--- src/rtl/freq_reg_pkg.sv ---
// Shared settings of the frequency-regulation loop: divider widths, limits and
// the handshake state encoding.
package freq_reg_pkg;
  localparam int WIDTH     = 8;
  localparam int MIN_DIV   = 2;
  localparam int RESET_DIV = 100;

  typedef enum logic {
    ST_IDLE    = 1'b0,
    ST_PENDING = 1'b1
  } ctl_state_e;
endpackage

--- src/rtl/div_period_counter.sv ---
// Period counter for the divider: counts 0..N-1 while enabled and produces the
// registered divided clock and end-of-period tick.
module div_period_counter #(
  parameter int WIDTH = 8
) (
  input  logic             gclk,
  input  logic             grst_n,
  input  logic             en_i,
  input  logic [WIDTH-1:0] n_i,
  output logic             tick_o,
  output logic             div_clk_o
);
  logic [WIDTH-1:0] cnt_q, cnt_d;
  logic [WIDTH:0]   half;
  logic             last;
  logic             tick_q, div_clk_q;

  // Compares run one bit wider so N=255 needs no special case.
  always_comb begin
    half  = ({1'b0, n_i} + 1'b1) >> 1;
    last  = ({1'b0, cnt_q} + 1'b1) == {1'b0, n_i};
    cnt_d = cnt_q + 1'b1;
    if (!en_i || last) cnt_d = '0;
  end

  always_ff @(posedge gclk or negedge grst_n) begin
    if (!grst_n) begin
      cnt_q     <= '0;
      tick_q    <= 1'b0;
      div_clk_q <= 1'b0;
    end else begin
      cnt_q     <= cnt_d;
      tick_q    <= en_i && last;
      div_clk_q <= en_i && ({1'b0, cnt_q} < half);
    end
  end

  assign tick_o    = tick_q;
  assign div_clk_o = div_clk_q;
endmodule

--- src/rtl/freq_divider_actuator.sv ---
// Glitch-free programmable divider: new divisors are held in a shadow register
// and switched in only at a period boundary (or at once while disabled).
module freq_divider_actuator #(
  parameter int WIDTH     = freq_reg_pkg::WIDTH,
  parameter int MIN_DIV   = freq_reg_pkg::MIN_DIV,
  parameter int RESET_DIV = freq_reg_pkg::RESET_DIV
) (
  input  logic             clk_frequency,
  input  logic             rst_frequency,
  input  logic             en,
  input  logic [WIDTH-1:0] div_in,
  input  logic             load,
  output logic             load_ack,
  output logic             busy,
  output logic [WIDTH-1:0] active_div,
  output logic             div_clk,
  output logic             tick
);
  import freq_reg_pkg::*;

  ctl_state_e       state_q, state_d;
  logic [WIDTH-1:0] shadow_q, shadow_d;
  logic [WIDTH-1:0] active_q, active_d;
  logic [WIDTH-1:0] div_clamped;
  logic             ack_q, ack_d;
  logic             apply;
  logic             tick_w;

  assign div_clamped = (div_in < WIDTH'(MIN_DIV)) ? WIDTH'(MIN_DIV) : div_in;

  // The counter's tick is registered, so the swap lands exactly as the new
  // period's second cycle is evaluated; its first cycle is N-independent.
  assign apply = (state_q == ST_PENDING) && (tick_w || !en);

  always_comb begin
    state_d  = state_q;
    shadow_d = shadow_q;
    active_d = active_q;
    ack_d    = 1'b0;
    if (apply) begin
      active_d = shadow_q;
      ack_d    = 1'b1;
      state_d  = ST_IDLE;
    end
    if (load) begin
      shadow_d = div_clamped;
      state_d  = ST_PENDING;
    end
  end

  always_ff @(posedge clk_frequency or negedge rst_frequency) begin
    if (!rst_frequency) begin
      state_q  <= ST_IDLE;
      shadow_q <= WIDTH'(RESET_DIV);
      active_q <= WIDTH'(RESET_DIV);
      ack_q    <= 1'b0;
    end else begin
      state_q  <= state_d;
      shadow_q <= shadow_d;
      active_q <= active_d;
      ack_q    <= ack_d;
    end
  end

  div_period_counter #(.WIDTH(WIDTH)) u_cnt (
    .gclk      (clk_frequency),
    .grst_n    (rst_frequency),
    .en_i      (en),
    .n_i       (active_q),
    .tick_o    (tick_w),
    .div_clk_o (div_clk)
  );

  assign tick       = tick_w;
  assign load_ack   = ack_q;
  assign busy       = (state_q == ST_PENDING);
  assign active_div = active_q;
endmodule

--- config.mk ---
export PLATFORM = sky130hd
export DESIGN_NAME = freq_divider_actuator
export DESIGN_NICKNAME = d
export VERILOG_FILES = /design/src/rtl/freq_reg_pkg.sv /design/src/rtl/div_period_counter.sv /design/src/rtl/freq_divider_actuator.sv
export SDC_FILE = /design/constraint.sdc
export NUM_CORES = 1
export LEC_CHECK = 0
export ABC_AREA = 1
export BUFFER_PORTS_ARGS = -buffer_cell sky130_fd_sc_hd__clkbuf_2
export CAP_MARGIN = 20
export CORE_AREA = 2 2 60 56
export CTS_CLUSTER_SIZE = 28
export DETAILED_ROUTE_END_ITERATION = 12
export DIE_AREA = 0 0 62 58
export GPL_TIMING_DRIVEN = 0
export PLACE_DENSITY = 0.76
export SYNTH_ARGS = -nofsm -noshare
export SYNTH_HDL_FRONTEND = slang
export SYNTH_SLANG_ARGS = --single-unit
export TNS_END_PERCENT = 30
--- constraint.sdc ---
create_clock -name clk_frequency -period 2.1 [get_ports clk_frequency]
set_input_delay 0.21 -clock clk_frequency [delete_from_list [all_inputs] [get_ports clk_frequency]]
set_output_delay 0.21 -clock clk_frequency [all_outputs]
set_load 0.02 [all_outputs]
=== Yosys cells after proc, flatten, opt, wreduce, memory -nomap -nowiden ===
Cells that the tools add are included.

* Bits in registers: 28
* Bits in latches: 0
* Bits in writable memories: 0
* Memory bits (read-only): 0
* Input port bits: 12
* Output and inout port bits: 12
* Logic and storage cells: 25
* Memories: 0

* $add $sub $neg: 3
* Multiply operators: 0
* Divide/modulo/power cells: 0
* Magnitude comparators: 2
* Equality and inequality tests: 1
* Shifts and indexed selects: 0
* Muxes and demuxes: 5
* Bitwise operators: 0
* Reduce and logical (&&, ||, !) cells: 7

{| class="wikitable"
|+ Operators by type and width
! cell !! number
|-
| adder 8 x 1 -> 9 bit, second input constant || 2
|-
| 2-to-1 mux 8 bit || 2
|-
| equality test 9 x 8 -> 1 bit || 1
|-
| adder 8 x 1 -> 8 bit, second input constant || 1
|-
| < comparator 8 x 2 -> 1 bit, second input constant || 1
|-
| < comparator 8 bit || 1
|-
| logical AND 1 bit || 3
|-
| 2-to-1 mux 1 bit || 3
|-
| logical OR 1 bit || 2
|-
| nonzero test 2 bit || 1
|-
| zero test 1 bit || 1
|}

=== Depth between registers and ports, before layout ===
Gate-level depths: netlist of run 1.

* Depth after elaboration: 5
* Mapped depth: 12
* Mapped depth without buffers: 12

=== By module ===
Synthesis of run 1 repeated with hierarchy kept, for this count alone.

* Cell total of the unflattened synthesis: 216
* Area total of the unflattened synthesis: 1727.9 µm²

{| class="wikitable"
|+ By module, submodules not included
! module !! instances !! cells each !! area each (µm²) !! sequential area each (µm²)
|-
| div_period_counter || 1 || 139 || 964.7 || 250.2
|-
| freq_divider_actuator || 1 || 77 || 763.2 || 457.9
|}

=== Worst setup path after synthesis of run 1 ===
OpenSTA, ideal clock, no wires.

* Kind: register -> register
* From: reg active_q[2], in the netlist active_div[2]
* To: reg u_cnt.div_clk_q, in the netlist u_cnt.div_clk_o
* Library setup time: 118 ps
* Data arrival time: 1921 ps
* Data required time: 1982 ps
* Setup slack: 61 ps
* Cell stages (with the launch flop): 12
* Path buffers: 0
* Period minus slack after synthesis: 2039 ps
* Cells stage by stage: dfstp_2 > inv_1 > nor3_1 > nand3_1 > nor2_1 > nand2_1 > xor2_1 > ha_1 > nand2_1 > o21a_1 > nand2_1 > nor2_1

* Cells in the longest elaborated chain, start to end: 3

{| class="wikitable"
|+ Ends and longest elaborated chain
! element !! line !! text
|-
| start, declared || freq_divider_actuator.sv:23 || <nowiki>logic [WIDTH-1:0] active_q, active_d;</nowiki>
|-
| start signal, assigned || freq_divider_actuator.sv:55 || <nowiki>active_q <= WIDTH'(RESET_DIV);</nowiki>
|-
| start signal, assigned || freq_divider_actuator.sv:60 || <nowiki>active_q <= active_d;</nowiki>
|-
| adder 8 x 1 -> 9 bit || div_period_counter.sv:20 || <nowiki>half = ({1'b0, n_i} + 1'b1) >> 1;</nowiki>
|-
| < comparator 8 bit || div_period_counter.sv:34 || <nowiki>div_clk_q <= en_i && ({1'b0, cnt_q} < half);</nowiki>
|-
| logical AND 1 bit || div_period_counter.sv:34 ||
|-
| end signal, assigned || div_period_counter.sv:34 ||
|-
| end, declared || div_period_counter.sv:16 || <nowiki>logic tick_q, div_clk_q;</nowiki>
|}

No other way between the ends.
A chain may end at the register's enable or synchronous reset.

=== Final worst setup path of run 1 ===
Ends and elaborated chain as after synthesis.

==> flow_metrics.tcl, run 1 <==
set metrics [dict create \
    drv_slew 0 \
    path_max_fanout 5 \
    cp.arrival_ns 2.27 \
    wirelength_um 3110 \
    drt-initial-drc-count 88 \
    clk_path_buf_depth 2 \
    cts_num_sinks 28 \
    stdcell_count 281 \
    port_buffers 23 \
    grt_first_pass_wirelength_um 5380 \
    leakage_nw 0.941 \
    fmax_mhz 500 \
    syn_to_final_growth_pct 16.6 \
    hpwl_um 2290 \
    coreArea_um2 2970 \
    synth_largest_area_cell "dfrtp_1" \
    ant_nets 0 \
    pwr_density_cell_nw_per_um2 744 \
    grt_max_degree 29 \
    drive_gt1_share_pct 18.8 \
    yosysTopAreaCellShare_pct 34.4 \
    synthesis.nets 228 \
    hp-class "in2reg" \
    final_cell_area_um2 1870 \
    synthCells 207 \
    grt_pass1_vias 1258 \
    route.detailed.wl_per_inst_um 11.1 \
    finClkSkew_ns 0.0114 \
    tritoncts "yes" \
    swShare_pct 32.7 \
    p_int_w 0.000935 \
    fin_crit_ns 2.00 \
    avgSynthCellArea_um2 7.74 \
    utilization_pct 62.8 \
    end_kind "flop" \
    relSlewSlack_pct 55.3 \
    synth.distinct_cells 25 \
    die_y_um 58 \
    hold_viol_final 0 \
    clock_power_share_pct 26.4 \
    topRoutingLayerUsed "met4" \
    grt_use_total_pct 19.8 \
    worst_slew_pin_slew_ns 0.670 \
    vdd.ir_drop.worst_v 0.000458 \
    numCtsBuffers 3 \
    clk_pin_slew_worst_paths_ns 0.16 \
    worstSetupPathType "reg2reg" \
    row_count 19 \
    cts_root_buf "clkbuf_4" \
    crit_path_start_kind "flop" \
    wirelength_met1_um 1540 \
    vias_per_cell 4.90 \
    post_dp_cell_area_um2 1770 \
    grt_remaining_overflow 0 \
    wl_met2_um 1420 \
    route.met3.wl_um 113 \
    required_ns 2.37 \
    clk-insertion-delay-late_ns 0.35 \
    ios 24 \
    cap_violations 0 \
    p_comb_share_pct 25.3 \
    dp.cells 272 \
    drt_first_pass_iters 4 \
    setup_violations 0 \
    cts_htree_levels 1 \
    start_util_pct 53.9 \
    globalplace.congestion 0.863 \
    ys_seq_area_share_pct 44.2 \
    syn_area_um2 1600 \
    finalNetCount 261 \
    die_w_um 62 \
    drc 0 \
    yosysWarnings 0 \
    yosys-top-cells-area "dfrtp_1 (34%), nand2_1 (14%), dfstp_2 (9.8%), ha_1 (7.0%), inv_1 (6.6%)" \
    power_frac_seq_pct 48.4 \
    antenna_cells 0 \
    die_area_um2 3600 \
    via_count 1378 \
    period_share_pct 95.3 \
    status "finished clean" \
    antenna_found_initial 0 \
    p_sw_w 0.000455 \
    ys_seq_elements 28 \
]
==> layout make-up <==
type,count,area (um^2)
Fill cell,274,1100
Multi-Input combinational cell,148,782
Sequential cell,28,708
Timing Repair Buffer,28,155
Inverter,29,109
Tap cell,42,52.6
Clock inverter,1,30.0
Clock buffer,3,22.5
Buffer,2,7.51
==> critical path, stage by stage (launching register included) <==
cell     delay [ns]
dfstp_2        0.60
inv_1          0.08
nor3_2         0.18
nand3_1        0.14
nor2_1         0.11
nand2_1        0.07
xor2_1         0.14
ha_1           0.28
nand2_1        0.06
o21a_1         0.18
nand2_1        0.06
nor2_1         0.04
==> path summary, 6_finish.rpt <==
check                                   to          start  slack [ns]  depth (start not counted)
hold reg to reg                shadow_q[2]    shadow_q[2]        0.49                          2
setup / recovery           u_cnt.div_clk_o  active_div[2]         0.1                         11
setup reg to reg           u_cnt.div_clk_o  active_div[2]         0.1                         11
hold / removal                 shadow_q[2]      div_in[2]        0.05                          3
max in group asynchronous             busy  rst_frequency        1.27                          2
min in group asynchronous   u_cnt.cnt_q[7]  rst_frequency        0.40                          2
==> sequential cells by signal, indices dropped and copies added (netlist names) <==
register,flops
u_cnt.div_clk_o,1
busy,1
u_cnt.tick_o,1
shadow_q,8
u_cnt.cnt_q,8
active_div,8
load_ack,1
==> what timing repair did <==
item,4_1_cts,5_1_grt
resized for setup,1,0
endpoints found under the setup margin,1,1
hold buffers,1,0
buffers inserted,0,4
hold endpoints to repair,22,0
==> stage by stage <==
stage	power (W)	setup slack, ns	setup TNS (ns)	hold slack (ns)
finish	0.00139	0.0986	0	0.0472
global route	0.00149	-0.0175	-0.0175	0.0588
CTS	0.00138	0.0769	0	0.0408
detailed placement	0.00101	-0.0104	-0.0104	0.278
global placement	0.00101	0.00790	0	0.279
floorplan	0.000901	0.0609	0	-0.0856
==> synthesized netlist by cell type, drive strengths merged <==
| cell type | n |
|---|---|
| nand2 | 61 |
| o21ai | 19 |
| nand4 | 2 |
| xnor2 | 1 |
| ha | 9 |
| nand3 | 19 |
| a21o | 1 |
| clkbuf | 2 |
| o21bai | 2 |
| o21a | 1 |
| o22ai | 1 |
| nor4 | 1 |
| nor3 | 1 |
| dfrtp | 22 |
| a21oi | 4 |
| xor2 | 5 |
| inv | 29 |
| dfstp | 6 |
| nor2 | 21 |
==> power by group through the flow <==
stage	Clock, W	Combinational (W)	Sequential, W
floorplan	0	0.000189	0.000712
global placement	0	0.000324	0.000681
detailed placement	0	0.000330	0.000683
CTS	0.000372	0.000335	0.000673
global route	0.000396	0.000408	0.000683
finish	0.000367	0.000351	0.000672
==> routing by layer <==
layer / global-route usage (%) / vias to the layer above
met5: 0 / -
met4: 4.86 / 0
met3: 4.69 / 5
met2: 30.8 / 26
met1: 27.8 / 623
li1: - / 724
==> placed cells by master (no fill, tap or decap), types with 3 or more instances in the layout <==
cell type	instances
clkbuf_2	23
inv_1	28
clkbuf_4	3
nor2_1	19
a21oi_1	4
ha_1	9
nand3_1	18
o21ai_0	18
dfstp_2	6
xor2_1	5
dfrtp_1	22
nand2_1	59
buf_4	4
==> cell families after synthesis <==
logic type | count (synthesis) | synth area share (%)
AND/OR/NAND/NOR | 105 | 28.5
adder cells (fa/ha/maj) | 9 | 7.03
flip-flops | 28 | 44.2
buffers and inverters | 31 | 7.27
AO/OA/AOI/OAI | 28 | 9.69
XOR/XNOR | 6 | 3.28
Power figures use the tool's default switching activity.
==> run 2: changes to the inputs <==
--- a/config.mk
+++ b/config.mk
@@ -14,6 +14,7 @@
 export DIE_AREA = 0 0 62 58
 export GPL_TIMING_DRIVEN = 0
 export PLACE_DENSITY = 0.76
+export REMOVE_ABC_BUFFERS = 1
 export SYNTH_ARGS = -nofsm -noshare
 export SYNTH_HDL_FRONTEND = slang
 export SYNTH_SLANG_ARGS = --single-unit
==> run 2 against run 1 <==
- clock skew fell by 0.0029 ns
- worst hold slack improved by 0.0071 ns
- global-route usage rose by 0.14 points
- count of clock-buffer cells in the layout did not move
- total power barely moved
- sequential share of layout area barely moved
- critical path depth did not move
- maximum frequency fell by 0.91%
- critical endpoint unchanged
==> flow_metrics.tcl, run 2 (same netlist as run 1, synthesis figures left out) <==
set metrics [dict create \
    row_count 19 \
    reg2reg_depth 11 \
    fin_crit_ns 2.02 \
    met2_usage_pct 32.4 \
    path_max_fanout 5 \
    via_count 1400 \
    worstSetupPathType "reg2reg" \
    route.detailed.wl_per_inst_um 11.5 \
    crit_chain "inv_2, nor3_4, nand3_2, nor2_2, nand2_1, xor2_1, ha_1, nand2_2, o21a_1, nand2_1, nor2_1" \
    antenna_cells 0 \
    r2r_end "u_cnt.div_clk_o" \
    fillCellCount 275 \
    vias_per_cell 5.04 \
    antenna_found_initial 0 \
    hp-class "in2reg" \
    fmax_mhz 495 \
    busiest_layer "met2" \
    multiInputGateArea_um2 798 \
    clk-insertion-delay-late_ns 0.34 \
    crit_end "u_cnt.div_clk_o" \
    finClkSkew_ns 0.00856 \
    die_area_um2 3600 \
    r2r_slack_ns 0.08 \
    grt_remaining_overflow 0 \
    grt_pass1_vias 1221 \
    cp.arrival_ns 2.28 \
    end_kind "flop" \
    grt_max_degree 29 \
    drc 0 \
    hold_depth 3 \
    tritoncts "yes" \
    status "finished clean" \
    hpwl_um 2280 \
    period_share_pct 96.2 \
    r2r-start "active_div[2]" \
    dp.cells 270 \
    clk_pin_slew_worst_paths_ns 0.16 \
    syn_to_final_growth_pct 16.7 \
    use_met1_pct 27.1 \
    holdWs_ns 0.0543 \
    vdd.ir_drop.worst_v 0.000506 \
    layout_commonest_cell "nand2_1" \
    cap_violations 0 \
    worst_slew_pin_slew_ns 0.675 \
    post_dp_cell_area_um2 1760 \
    final_cell_area_um2 1870 \
    rsz0062_at_grt "true" \
    die_y_um 58 \
    numCtsBuffers 3 \
    ant_nets 0 \
    drv_slew 0 \
    hold_viol_final 0 \
    start_util_pct 53.9 \
    cpMostUsedCell "nand2_1" \
    die_w_um 62 \
    layout_setup_ws_ns 0.0803 \
    cpPeakStageDelay_ns 0.61 \
    post-place-ws_ns -0.0232 \
    slowest_stage "dfstp_2" \
    clk_path_buf_depth 2 \
    leakage_nw 0.937 \
    drt-initial-drc-count 100 \
    grt_use_total_pct 19.9 \
    stdcell_count 278 \
    ios 24 \
    grt_use_met3_pct 4.91 \
    globalplace.congestion 0.796 \
    relSlewSlack_pct 55.0 \
    setup_violations 0 \
    crit_path_start_kind "flop" \
    seqCellArea_um2 709 \
    grt_first_pass_wirelength_um 5330 \
    mostFrequentLayoutCells "nand2_1 (58), inv_1 (27), clkbuf_2 (23)" \
    wirelength_um 3200 \
    cts_htree_levels 1 \
    drive_gt1_share_pct 20.8 \
    cts_num_sinks 28 \
    critPathLaunch "active_div[2]" \
    coreArea_um2 2970 \
    cts_root_buf "clkbuf_4" \
    port_buffers 23 \
    finalNetCount 258 \
    pwr_density_cell_nw_per_um2 744 \
    required_ns 2.36 \
    drt_first_pass_iters 4 \
]
-- run 2: cell types whose count changed in the layout (fill, tap and decap cells not counted), sizes merged --
cell / previous run / this run
clkbuf: 28 / 26
buf: 4 / 3
-- run 2: worst min path at each step --
stage,end,startpoint,slack (ns)
finish,shadow_q[5],div_in[5],0.05
global route,shadow_q[2],div_in[2],0.04
CTS,shadow_q[5],div_in[5],0.04
detailed placement,u_cnt.cnt_q[2],rst_frequency,0.29
global placement,u_cnt.cnt_q[3],rst_frequency,0.28
floorplan,active_div[0],rst_frequency,-0.09
-- run 2: where the power goes --
| part | internal, W | total, W | switching [W] | leakage [nW] |
|---|---|---|---|---|
| logic | 0.000131 | 0.000351 | 0.000221 | 0.566 |
| registers | 0.000607 | 0.000676 | 0.0000689 | 0.343 |
| clock network | 0.000193 | 0.000363 | 0.000170 | 0.0279 |
-- run 2: layout make-up --
type                       count  share of cell area (%)
clock buffer                   3                    1.20
sequential                    28                    38.0
tap                           42                    2.81
timing repair buffer          27                    7.90
inverter                      29                    5.82
multi-input combinational    148                    42.7
clock inverter                 1                    1.61
-- run 2: what timing repair did --
| item | CTS | global route |
|---|---|---|
| cloned | 0 | 0 |
| endpoints found under the hold margin | 22 | 0 |
| pin swaps | 0 | 5 |
| hold buffers | 1 | 0 |
| endpoints found under the setup margin | 1 | 1 |
| setup buffers | 0 | 3 |
| resized for setup | 1 | 6 |
-- run 2: critical path: cells and delay by family, from the launching register on --
family | cells | cell delay [ns]
DFF | 1 | 0.61
buffers and inverters | 1 | 0.06
xor gates and xnor gates | 1 | 0.14
AOI/OAI and AO/OA | 1 | 0.16
adders and majority gates | 1 | 0.30
and+or+nand+nor | 7 | 0.65
-- run 2: metal layers --
layer  up-vias  part of all wire [%]
met5         -                     0
li1        727                     -
met3        13                   5.5
met2        44                    45
met1       616                    47
met4         0                   2.1
-- run 2: per-stage QoR --
stage	power (W)	utilization [%]	TNS (ns)
2_1_floorplan	0.000898	-	0
4_1_cts	0.00139	61.6	0
5_1_grt	0.00148	62.9	-0.0306
3_3_place_gp	0.00100	59.3	0
6_report	0.00139	62.9	0
3_5_place_dp	0.00101	59.3	-0.0232
==> run 3: changes to the inputs <==
--- a/config.mk
+++ b/config.mk
@@ -8,12 +8,11 @@
 export ABC_AREA = 1
 export BUFFER_PORTS_ARGS = -buffer_cell sky130_fd_sc_hd__clkbuf_2
 export CAP_MARGIN = 20
-export CORE_AREA = 2 2 60 56
+export CORE_AREA = 2 2 70 66
 export CTS_CLUSTER_SIZE = 28
 export DETAILED_ROUTE_END_ITERATION = 12
-export DIE_AREA = 0 0 62 58
+export DIE_AREA = 0 0 72 68
 export GPL_TIMING_DRIVEN = 0
-export PLACE_DENSITY = 0.76
 export REMOVE_ABC_BUFFERS = 1
 export SYNTH_ARGS = -nofsm -noshare
 export SYNTH_HDL_FRONTEND = slang
==> run 3 against run 2 <==
- non-clock buffer count shrank 2
- sequential power barely moved
- clock skew rose by 0.0054 ns
- register-to-register slack about the same
- count of clock-buffer cells in the layout did not move
- critical endpoint unchanged
- global-route usage shrank 5.6 points
- routed wire length shrank 0.81%
- sequential share of layout area shrank 0.27 points
- worst setup slack better by 0.0095 ns
- critical path depth unchanged
- flip-flop and latch count did not move
==> flow_metrics.tcl, run 3 (same netlist as run 1, synthesis figures left out) <==
set metrics [dict create \
    rsz0062_at_grt "true" \
    numCtsBuffers 3 \
    required_ns 2.29 \
    worstSetupPathType "reg2reg" \
    drt_first_pass_iters 4 \
    leakage_nw 0.936 \
    grt_pass1_vias 1207 \
    cts_num_sinks 28 \
    mostFrequentLayoutCells "nand2_1 (58), inv_1 (26), clkbuf_2 (23)" \
    drv_slew 0 \
    end_kind "flop" \
    fmax_mhz 497 \
    ios 24 \
    layout_commonest_cell "nand2_1" \
    cap_violations 0 \
    via_count 1328 \
    hpwl_um 2400 \
    grt_remaining_overflow 0 \
    syn_to_final_growth_pct 17.3 \
    cts_root_buf "clkbuf_8" \
    grt_use_total_pct 14.4 \
    hp-class "in2reg" \
    die_area_um2 4900 \
    slowest_stage "dfstp_2" \
    period_share_pct 95.7 \
    critical_path_buf_inv_count 1 \
    ant_nets 0 \
    layout_setup_ws_ns 0.0898 \
    clk_pin_slew_worst_paths_ns 0.11 \
    fin_crit_ns 2.01 \
    cpPeakStageDelay_ns 0.61 \
    drc 0 \
    crit_path_start_kind "flop" \
    route.detailed.wl_per_inst_um 11.2 \
    port_buffers 23 \
    cts_htree_levels 1 \
    post-place-ws_ns -0.0433 \
    status "finished clean" \
    utilization_pct 44.4 \
    cp.arrival_ns 2.20 \
    antenna_cells 0 \
    vdd.ir_drop.worst_v 0.000439 \
    globalplace.congestion 0.783 \
    hold_viol_final 0 \
    drive_gt1_share_pct 19.7 \
    antenna_found_initial 0 \
    holdWs_ns 0.135 \
    tritoncts "yes" \
    grt_first_pass_wirelength_um 5530 \
    grt_max_degree 29 \
    vias_per_cell 4.68 \
    pwr_density_cell_nw_per_um2 773 \
    crit_chain "inv_2, nor3_4, nand3_2, nor2_1, nand2_1, xor2_1, ha_1, nand2_2, o21a_1, nand2_1, nor2_1" \
    clk_path_buf_depth 2 \
    die_w_um 72 \
    worst_slew_pin_slew_ns 0.692 \
    finalNetCount 256 \
    wirelength_um 3170 \
    die_y_um 68 \
    path_max_fanout 6 \
    start_util_pct 37.9 \
    setup_violations 0 \
    drt-initial-drc-count 77 \
    clk-insertion-delay-late_ns 0.28 \
    finClkSkew_ns 0.0139 \
    coreArea_um2 4230 \
    relSlewSlack_pct 53.9 \
    row_count 23 \
    crit_family "simple AND/OR/NAND/NOR gates" \
]
[run 3: tightest hold or removal path, delay by kind of cell]
kind	cells	cell delay [ns]
buffers and inverters	1	0.09
AO/OA/AOI/OAI	1	0.06
AND/OR/NAND/NOR	1	0.04
[run 3: area by class of cell]
class                      count  area, um^2
fill                         439        2350
tap                           50        62.6
sequential                    28         708
multi-input combinational    148         796
inverter                      29         109
clock inverter                 1        30.0
clock buffer                   3        41.3
timing repair buffer          25         133
[run 3: path summary, 6_finish.rpt]
path                                    start              end  slack, ns  depth (start not counted)
worst max register to register  active_div[2]  u_cnt.div_clk_o       0.09                         11
min in group asynchronous       rst_frequency   u_cnt.cnt_q[2]       0.49                          2
worst max-delay path            active_div[2]  u_cnt.div_clk_o       0.09                         11
max in group asynchronous       rst_frequency    active_div[7]       1.16                          2
worst min register to register    shadow_q[5]      shadow_q[5]       0.48                          2
worst min-delay path                div_in[2]      shadow_q[2]       0.14                          3
[run 3: power by group]
group	switching [W]	leakage [nW]	total, W	internal (W)
logic	0.000215	0.556	0.000344	0.000129
registers	0.0000696	0.344	0.000676	0.000606
clock network	0.000177	0.0357	0.000432	0.000255
[run 3: through the flow]
step / std cells / total power, W / TNS, ns / area (um^2)
after CTS: 283 / 0.00146 / 0 / 1860
after detailed placement: 278 / 0.00102 / -0.0433 / 1770
after floorplan: 205 / 0.000898 / 0 / 1590
after global placement: 278 / 0.00101 / -0.0342 / 1770
final: 284 / 0.00145 / 0 / 1880
after global routing: 284 / 0.00156 / -0.0746 / 1880
[run 3: what timing repair did]
action | in CTS | in global routing
pin swaps | 0 | 3
gates cloned | 0 | 0
resized for setup | 1 | 5
setup buffers | 0 | 1
hold buffers | 1 | 0
hold endpoints to repair | 22 | 0
endpoints found under the setup margin | 1 | 1
[run 3: routing by layer]
metal | share of wire [%] | up-vias | track usage [%]
met1 | 51 | 594 | 19.6
met5 | 0 | - | 0
met4 | 0.88 | 0 | 3.07
met3 | 3.7 | 2 | 2.80
li1 | - | 711 | -
met2 | 45 | 21 | 23.8
